File: config.mk
export PLATFORM = sky130hd
export DESIGN_NAME = pspin_cmd_arbiter
export DESIGN_NICKNAME = d
export VERILOG_FILES = /design/src/rtl/pspin_cmd_arbiter.sv
export SDC_FILE = /design/constraint.sdc
export NUM_CORES = 1
export LEC_CHECK = 0
export BUFFER_PORTS_ARGS = -buffer_cell sky130_fd_sc_hd__buf_2
export CORE_AREA = 10 10 132 134
export CTS_BUF_LIST = sky130_fd_sc_hd__clkbuf_8 sky130_fd_sc_hd__clkbuf_16
export CTS_CLUSTER_DIAMETER = 40
export DETAILED_ROUTE_END_ITERATION = 10
export DIE_AREA = 0 0 142 144
export PLACE_DENSITY = 0.78
export SYNTH_ARGS = -nofsm -noshare
export SYNTH_HDL_FRONTEND = slang
export SYNTH_SLANG_ARGS = --single-unit
File: constraint.sdc
create_clock -name clk_i -period 4.1 [get_ports clk_i]
set_input_delay 0.41 -clock clk_i [delete_from_list [all_inputs] [get_ports clk_i]]
set_output_delay 0.41 -clock clk_i [all_outputs]
set_load 0.01 [all_outputs]
File: src/rtl/pspin_cmd_arbiter.sv
// Round-robin command arbiter from HPU clusters onto shared command interfaces,
// with per-interface credit limiting and combinational completion routing.
package pspin_cmd_pkg;
    localparam int unsigned NUM_CLUSTERS       = 4;
    localparam int unsigned NUM_CMD_INTERFACES = 3;

    typedef struct packed {
        logic [2:0] cluster_id;
        logic [4:0] local_id;
    } pspin_cmd_id_t;

    typedef struct packed {
        pspin_cmd_id_t cmd_id;
        logic [1:0]    intf_id;
        logic [31:0]   data;
    } pspin_cmd_req_t;

    typedef struct packed {
        pspin_cmd_id_t cmd_id;
        logic [7:0]    status;
    } pspin_cmd_resp_t;
endpackage

module pspin_cmd_arbiter
    import pspin_cmd_pkg::*;
#(
    parameter  int unsigned NUM_REQ      = NUM_CLUSTERS,
    parameter  int unsigned NUM_INTF     = NUM_CMD_INTERFACES,
    parameter  int unsigned MAX_INFLIGHT = 16,
    localparam int unsigned CW           = $clog2(MAX_INFLIGHT + 1)
) (
    input  logic                                clk_i,
    input  logic                                rst_ni,
    input  logic            [NUM_REQ-1:0]       req_valid_i,
    output logic            [NUM_REQ-1:0]       req_ready_o,
    input  pspin_cmd_req_t  [NUM_REQ-1:0]       req_i,
    output logic            [NUM_INTF-1:0]      intf_valid_o,
    input  logic            [NUM_INTF-1:0]      intf_ready_i,
    output pspin_cmd_req_t                      intf_req_o,
    input  logic            [NUM_INTF-1:0]      intf_resp_valid_i,
    output logic            [NUM_INTF-1:0]      intf_resp_ready_o,
    input  pspin_cmd_resp_t [NUM_INTF-1:0]      intf_resp_i,
    output logic            [NUM_REQ-1:0]       resp_valid_o,
    output pspin_cmd_resp_t [NUM_REQ-1:0]       resp_o,
    output logic            [NUM_INTF-1:0][CW-1:0] inflight_o,
    output logic                                err_o
);

    localparam int unsigned RW = (NUM_REQ > 1) ? $clog2(NUM_REQ) : 1;

    typedef enum logic {ST_EMPTY, ST_FULL} stage_e;

    stage_e                        r_state, w_state_nxt;
    pspin_cmd_req_t                r_req;
    logic [RW-1:0]                 r_rr;
    logic [NUM_INTF-1:0][CW-1:0]   r_inflight;
    logic                          r_err;

    logic [NUM_INTF-1:0]           w_intf_valid;
    logic                          w_drain;
    logic                          w_can_load;
    logic [NUM_INTF-1:0]           w_room;
    logic [NUM_REQ-1:0]            w_elig;
    logic [NUM_REQ-1:0]            w_inval;
    logic                          w_gnt_vld;
    logic [RW-1:0]                 w_gnt_idx;
    logic                          w_inv_vld;
    logic [RW-1:0]                 w_inv_idx;
    logic                          w_inv_acc;
    int unsigned                   w_scan;
    logic [RW-1:0]                 w_pos;
    logic [NUM_INTF-1:0]           w_resp_ready;
    logic [NUM_REQ-1:0]            w_resp_valid;
    pspin_cmd_resp_t [NUM_REQ-1:0] w_resp;
    logic                          w_bad_cid;
    logic [NUM_INTF-1:0]           w_issue;
    logic [NUM_INTF-1:0]           w_ret;
    logic                          w_uflow;

    always_comb begin
        w_intf_valid = '0;
        w_drain      = 1'b0;
        for (int unsigned k = 0; k < NUM_INTF; k++) begin
            if (r_state == ST_FULL && 32'(r_req.intf_id) == k) begin
                w_intf_valid[k] = 1'b1;
                w_drain         = intf_ready_i[k] & rst_ni;
            end
        end
    end

    assign w_can_load = rst_ni && (r_state == ST_EMPTY || w_drain);

    // The entry sitting in the stage already owns a credit on its interface.
    always_comb begin
        w_room = '0;
        for (int unsigned k = 0; k < NUM_INTF; k++) begin
            w_room[k] = (32'(r_inflight[k]) + 32'(w_intf_valid[k])) < MAX_INFLIGHT;
        end
    end

    always_comb begin
        w_elig  = '0;
        w_inval = '0;
        for (int unsigned i = 0; i < NUM_REQ; i++) begin
            if (req_valid_i[i]) begin
                if (32'(req_i[i].intf_id) >= NUM_INTF) begin
                    w_inval[i] = 1'b1;
                end else begin
                    for (int unsigned k = 0; k < NUM_INTF; k++) begin
                        if (32'(req_i[i].intf_id) == k && w_room[k]) w_elig[i] = 1'b1;
                    end
                end
            end
        end
    end

    always_comb begin
        w_gnt_vld = 1'b0;
        w_gnt_idx = '0;
        w_scan    = 0;
        w_pos     = '0;
        for (int unsigned o = 0; o < NUM_REQ; o++) begin
            w_scan = (32'(r_rr) + o) % NUM_REQ;
            w_pos  = w_scan[RW-1:0];
            if (w_can_load && !w_gnt_vld && w_elig[w_pos]) begin
                w_gnt_vld = 1'b1;
                w_gnt_idx = w_pos;
            end
        end
    end

    // Invalid-interface requests are only swallowed when nobody useful is waiting.
    always_comb begin
        w_inv_vld = 1'b0;
        w_inv_idx = '0;
        for (int unsigned i = 0; i < NUM_REQ; i++) begin
            if (!w_inv_vld && w_inval[i]) begin
                w_inv_vld = 1'b1;
                w_inv_idx = RW'(i);
            end
        end
        w_inv_acc = rst_ni && w_inv_vld && !(|w_elig);
    end

    always_comb begin
        req_ready_o = '0;
        for (int unsigned i = 0; i < NUM_REQ; i++) begin
            req_ready_o[i] = (w_gnt_vld && w_gnt_idx == RW'(i)) ||
                             (w_inv_acc && w_inv_idx == RW'(i));
        end
    end

    always_comb begin
        w_state_nxt = r_state;
        if (w_gnt_vld)    w_state_nxt = ST_FULL;
        else if (w_drain) w_state_nxt = ST_EMPTY;
    end

    always_ff @(posedge clk_i or negedge rst_ni) begin
        if (!rst_ni) begin
            r_state <= ST_EMPTY;
            r_req   <= '0;
            r_rr    <= '0;
        end else begin
            r_state <= w_state_nxt;
            if (w_gnt_vld) begin
                r_req <= req_i[w_gnt_idx];
                r_rr  <= RW'((32'(w_gnt_idx) + 1) % NUM_REQ);
            end
        end
    end

    always_comb begin
        w_resp_ready = '0;
        w_resp_valid = '0;
        w_resp       = '0;
        w_bad_cid    = 1'b0;
        for (int unsigned k = 0; k < NUM_INTF; k++) begin
            if (intf_resp_valid_i[k] && 32'(intf_resp_i[k].cmd_id.cluster_id) >= NUM_REQ) begin
                w_resp_ready[k] = 1'b1;
                w_bad_cid       = 1'b1;
            end
        end
        for (int unsigned c = 0; c < NUM_REQ; c++) begin
            for (int unsigned k = 0; k < NUM_INTF; k++) begin
                if (!w_resp_valid[c] && intf_resp_valid_i[k] &&
                    32'(intf_resp_i[k].cmd_id.cluster_id) == c) begin
                    w_resp_valid[c] = 1'b1;
                    w_resp[c]       = intf_resp_i[k];
                    w_resp_ready[k] = 1'b1;
                end
            end
        end
        if (!rst_ni) begin
            w_resp_ready = '0;
            w_resp_valid = '0;
            w_resp       = '0;
            w_bad_cid    = 1'b0;
        end
    end

    always_comb begin
        w_issue = '0;
        w_ret   = '0;
        w_uflow = 1'b0;
        for (int unsigned k = 0; k < NUM_INTF; k++) begin
            w_issue[k] = w_drain && w_intf_valid[k];
            w_ret[k]   = intf_resp_valid_i[k] && w_resp_ready[k];
            if (w_ret[k] && !w_issue[k] && r_inflight[k] == '0) w_uflow = 1'b1;
        end
    end

    always_ff @(posedge clk_i or negedge rst_ni) begin
        if (!rst_ni) begin
            r_inflight <= '0;
            r_err      <= 1'b0;
        end else begin
            for (int unsigned k = 0; k < NUM_INTF; k++) begin
                if (w_issue[k] && !w_ret[k]) begin
                    r_inflight[k] <= r_inflight[k] + CW'(1);
                end else if (w_ret[k] && !w_issue[k] && r_inflight[k] != '0) begin
                    r_inflight[k] <= r_inflight[k] - CW'(1);
                end
            end
            r_err <= w_inv_acc | w_bad_cid | w_uflow;
        end
    end

    assign intf_valid_o      = w_intf_valid;
    assign intf_req_o        = r_req;
    assign intf_resp_ready_o = w_resp_ready;
    assign resp_valid_o      = w_resp_valid;
    assign resp_o            = w_resp;
    assign inflight_o        = r_inflight;
    assign err_o             = r_err;

endmodule

==> metrics.cfg <==
[status]
status = complete, no violations

[floorplan]
ioPinCount = 364
dieHeight_um = 144
dieArea_mm2 = 0.0204
core_area_mm2 = 0.0149
dieWidth_um = 142
num_rows = 45
start_util_pct = 42.4

[yosys]
avgSynthCellArea_um2 = 8.11
yosysTopAreaCell = dfrtp_1
yosysWarnings = 0
ys_seq_area_share_pct = 24.2
ys_async_sr_fraction_pct = 100
ys_ff_latch = 61
postSynthCellCount = 778
synth.distinct_cells = 72
synth_edf_count = 0
synth_top_area_share_pct = 24.2
synth.area.top_cells = dfrtp_1, nor2_1, a222oi_1
syn_area_mm2 = 0.00631
synth_ff_type = dfrtp_1

[routing]
vias_per_cell = 6.09
wirelength_mm = 27.7
top_layer_used = met4
wl_met1_mm = 10.3
wl_met3_mm = 3.08
first_pass_iters = 11
routed-wl-met2_mm = 13.3
drc_errors = 0
vias = 7909
routedWlPerCell_um = 21.3
drtAntennaViolNets = 0
drt_iter0_markers = 1028

[sta]
rsz0062_at_grt = false
period_minus_slack_ns = 3.97
worstMarginPinSlew_ns = 1.07
hold_violations = 0
slew_headroom_pct = 28.4
fin_crit_sh_pct = 96.7
setup-tns-final_ns = 0
fin_skew_ns = 0.00950
fmax_mhz = 252
drv_slew = 0
setup_viol = 0

[place]
place.gp.congestion = 0.969
dp_hpwl_mm = 21.1
portBuffers = 355

[power_and_ir_drop]
leakagePower_nw = 4.23
p_total_mw = 4.28
power_per_cell_area_mw_per_mm2 = 503
ir_drop_v = 0.000256

[finish]
layout-drive-gt1-share_pct = 39.1
area_growth_pct = 35.1
nFillCells = 1410
fin_nets = 1345
multiInputGateArea_mm2 = 0.00444
area.sequential_mm2 = 0.00153

[clocking]
numClockSinks = 61
clock_latency_ns = 0.34
clkTransAtPathRegs_ns = 0.06
cts-buffers-inserted = 9
htree_levels = 3
post_cts_buffers = 0
cts_tree = done
hold_buffers = 0
cts_max_path_buffers = 2
root_buffer = clkbuf_16

[grt]
first_global_vias = 7580
grt_antenna_before_repair = 2
overflow = 0
grt_pass1_wl_mm = 41.6
grt_max_degree = 62
track_usage_pct = 25.0

[worst_setup_path]
arrival_ns = 3.56
critPathLaunchType = flop
required_ns = 3.69
path_class = flop to output pin
critPathMaxFanout = 18
endpoint_kind = output pin

[worst_hold_path]
hold_path_class = input port to async pin

[job]
cap_violations = 0

[state kept, by name, summed over array words and instances, names as in the netlist]
name,flops
inflight_o,15
r_rr,2
intf_req_o,42
r_state,1
err_o,1
[final timing paths]
kind	startpoint	endpoint	slack (ns)	depth (start not counted)
max in group asynchronous	rst_ni	intf_req_o[40]	3.05	3
max	inflight_o[5]	req_ready_o[0]	0.13	11
min reg2reg	inflight_o[3]	inflight_o[3]	0.61	2
max reg2reg	inflight_o[5]	intf_req_o[10]	0.47	10
min	rst_ni	inflight_o[1]	0.08	2
min in group clk_i	req_i[124]	intf_req_o[40]	0.37	3
[critical path: stages, from the launching register on]
cell and delay [ns]:
dfrtp_1 0.46, and4_1 0.27, a2111oi_0 0.69, o311ai_0 0.28
o2111ai_1 0.21, a21oi_4 0.16, a21o_4 0.25, inv_2 0.32
ha_1 0.23, nand3_1 0.06, o31ai_1 0.10, buf_2 0.20
[cells by family (layout without fill, tap and decap cells)]
family,count (synthesis),count (layout),share of synthesized area (%)
compound gates,301,301,36.4
simple gates,250,250,18.5
buf+inv,89,410,6.62
flops,61,61,24.2
mux,45,45,8.55
fa+ha+maj,16,16,3.53
xor+xnor,15,15,2.08
other cells,1,13,0.0594
[cell usage after synthesis, types with 4 or more instances]
cell	instances
nand3_1	10
xor2_1	7
nor3_1	8
nand2b_1	10
nand3b_1	4
nor3b_1	4
mux2_1	30
buf_4	9
inv_1	12
nor2b_1	5
ha_1	13
a211o_1	42
mux2_4	9
a311oi_1	4
a21o_1	8
buf_2	10
nand4_1	5
a211oi_1	41
o21ai_0	60
dfrtp_1	61
nor2_1	155
a21oi_1	15
a211oi_2	5
a222oi_1	52
buf_6	5
o22ai_1	37
nand2_1	22
xnor2_1	8
mux2_2	5
clkbuf_1	48
[placed cells by master, fill, tap and decap left out, types with 4 or more instances in the layout]
cell type	count
mux2_2	5
nor2_1	155
conb_1	8
a21oi_1	15
nor3_1	8
nand3_1	10
a222oi_1	52
a311oi_1	4
xnor2_1	8
o22ai_1	37
mux2_1	30
buf_2	355
inv_1	13
o21ai_0	60
nand2_1	22
nand4_1	5
dfrtp_1	61
xor2_1	7
nand3b_1	4
nand2b_1	10
ha_1	13
a211oi_1	41
a211oi_2	5
a211o_1	42
nor3b_1	4
nor2b_1	5
mux2_4	9
diode_2	5
buf_4	22
a21o_1	8
clkbuf_16	9
[metal layers]
metal,track usage (%),vias up
li1,-,3674
met1,29.9,3688
met2,40.2,475
met3,8.17,72
met4,10.5,0
met5,0,-
[area by class of cell]
type | count | area share, %
Inverter | 16 | 0.705
Timing Repair Buffer | 378 | 23.0
Tap cell | 188 | 2.76
Multi-Input combinational cell | 635 | 52.1
Clock inverter | 5 | 0.411
Sequential cell | 61 | 17.9
Antenna cell | 5 | 0.147
Clock buffer | 11 | 2.97
[through the flow]
step / instances / instance area (um2) / utilization, % / hold WS, ns / setup slack [ns]
6_report: 1299 / 8520 / 57.3 / 0.0797 / 0.134
5_1_grt: 1296 / 8520 / 57.3 / 0.0929 / 0.0132
4_1_cts: 1294 / 8510 / 57.2 / 0.0725 / 0.114
3_5_place_dp: 1278 / 8220 / 55.3 / 0.440 / 0.350
3_3_place_gp: 1278 / 8220 / 55.3 / 0.437 / 0.462
2_1_floorplan: 785 / 6330 / - / 0.114 / 0.827
[power breakdown]
part	internal [mW]	switching (mW)	leakage (nW)
sequential	0.899	0.300	0.684
clock	0.442	0.291	0.136
combinational	1.01	1.34	3.41
total	2.35	1.93	4.23
[what timing repair did]
action / 4_1_cts / 5_1_grt
pin swaps: 0 / 0
setup endpoints to repair: 1 / 2
resized for setup: 1 / 1
Power figures use the tool's default switching activity.
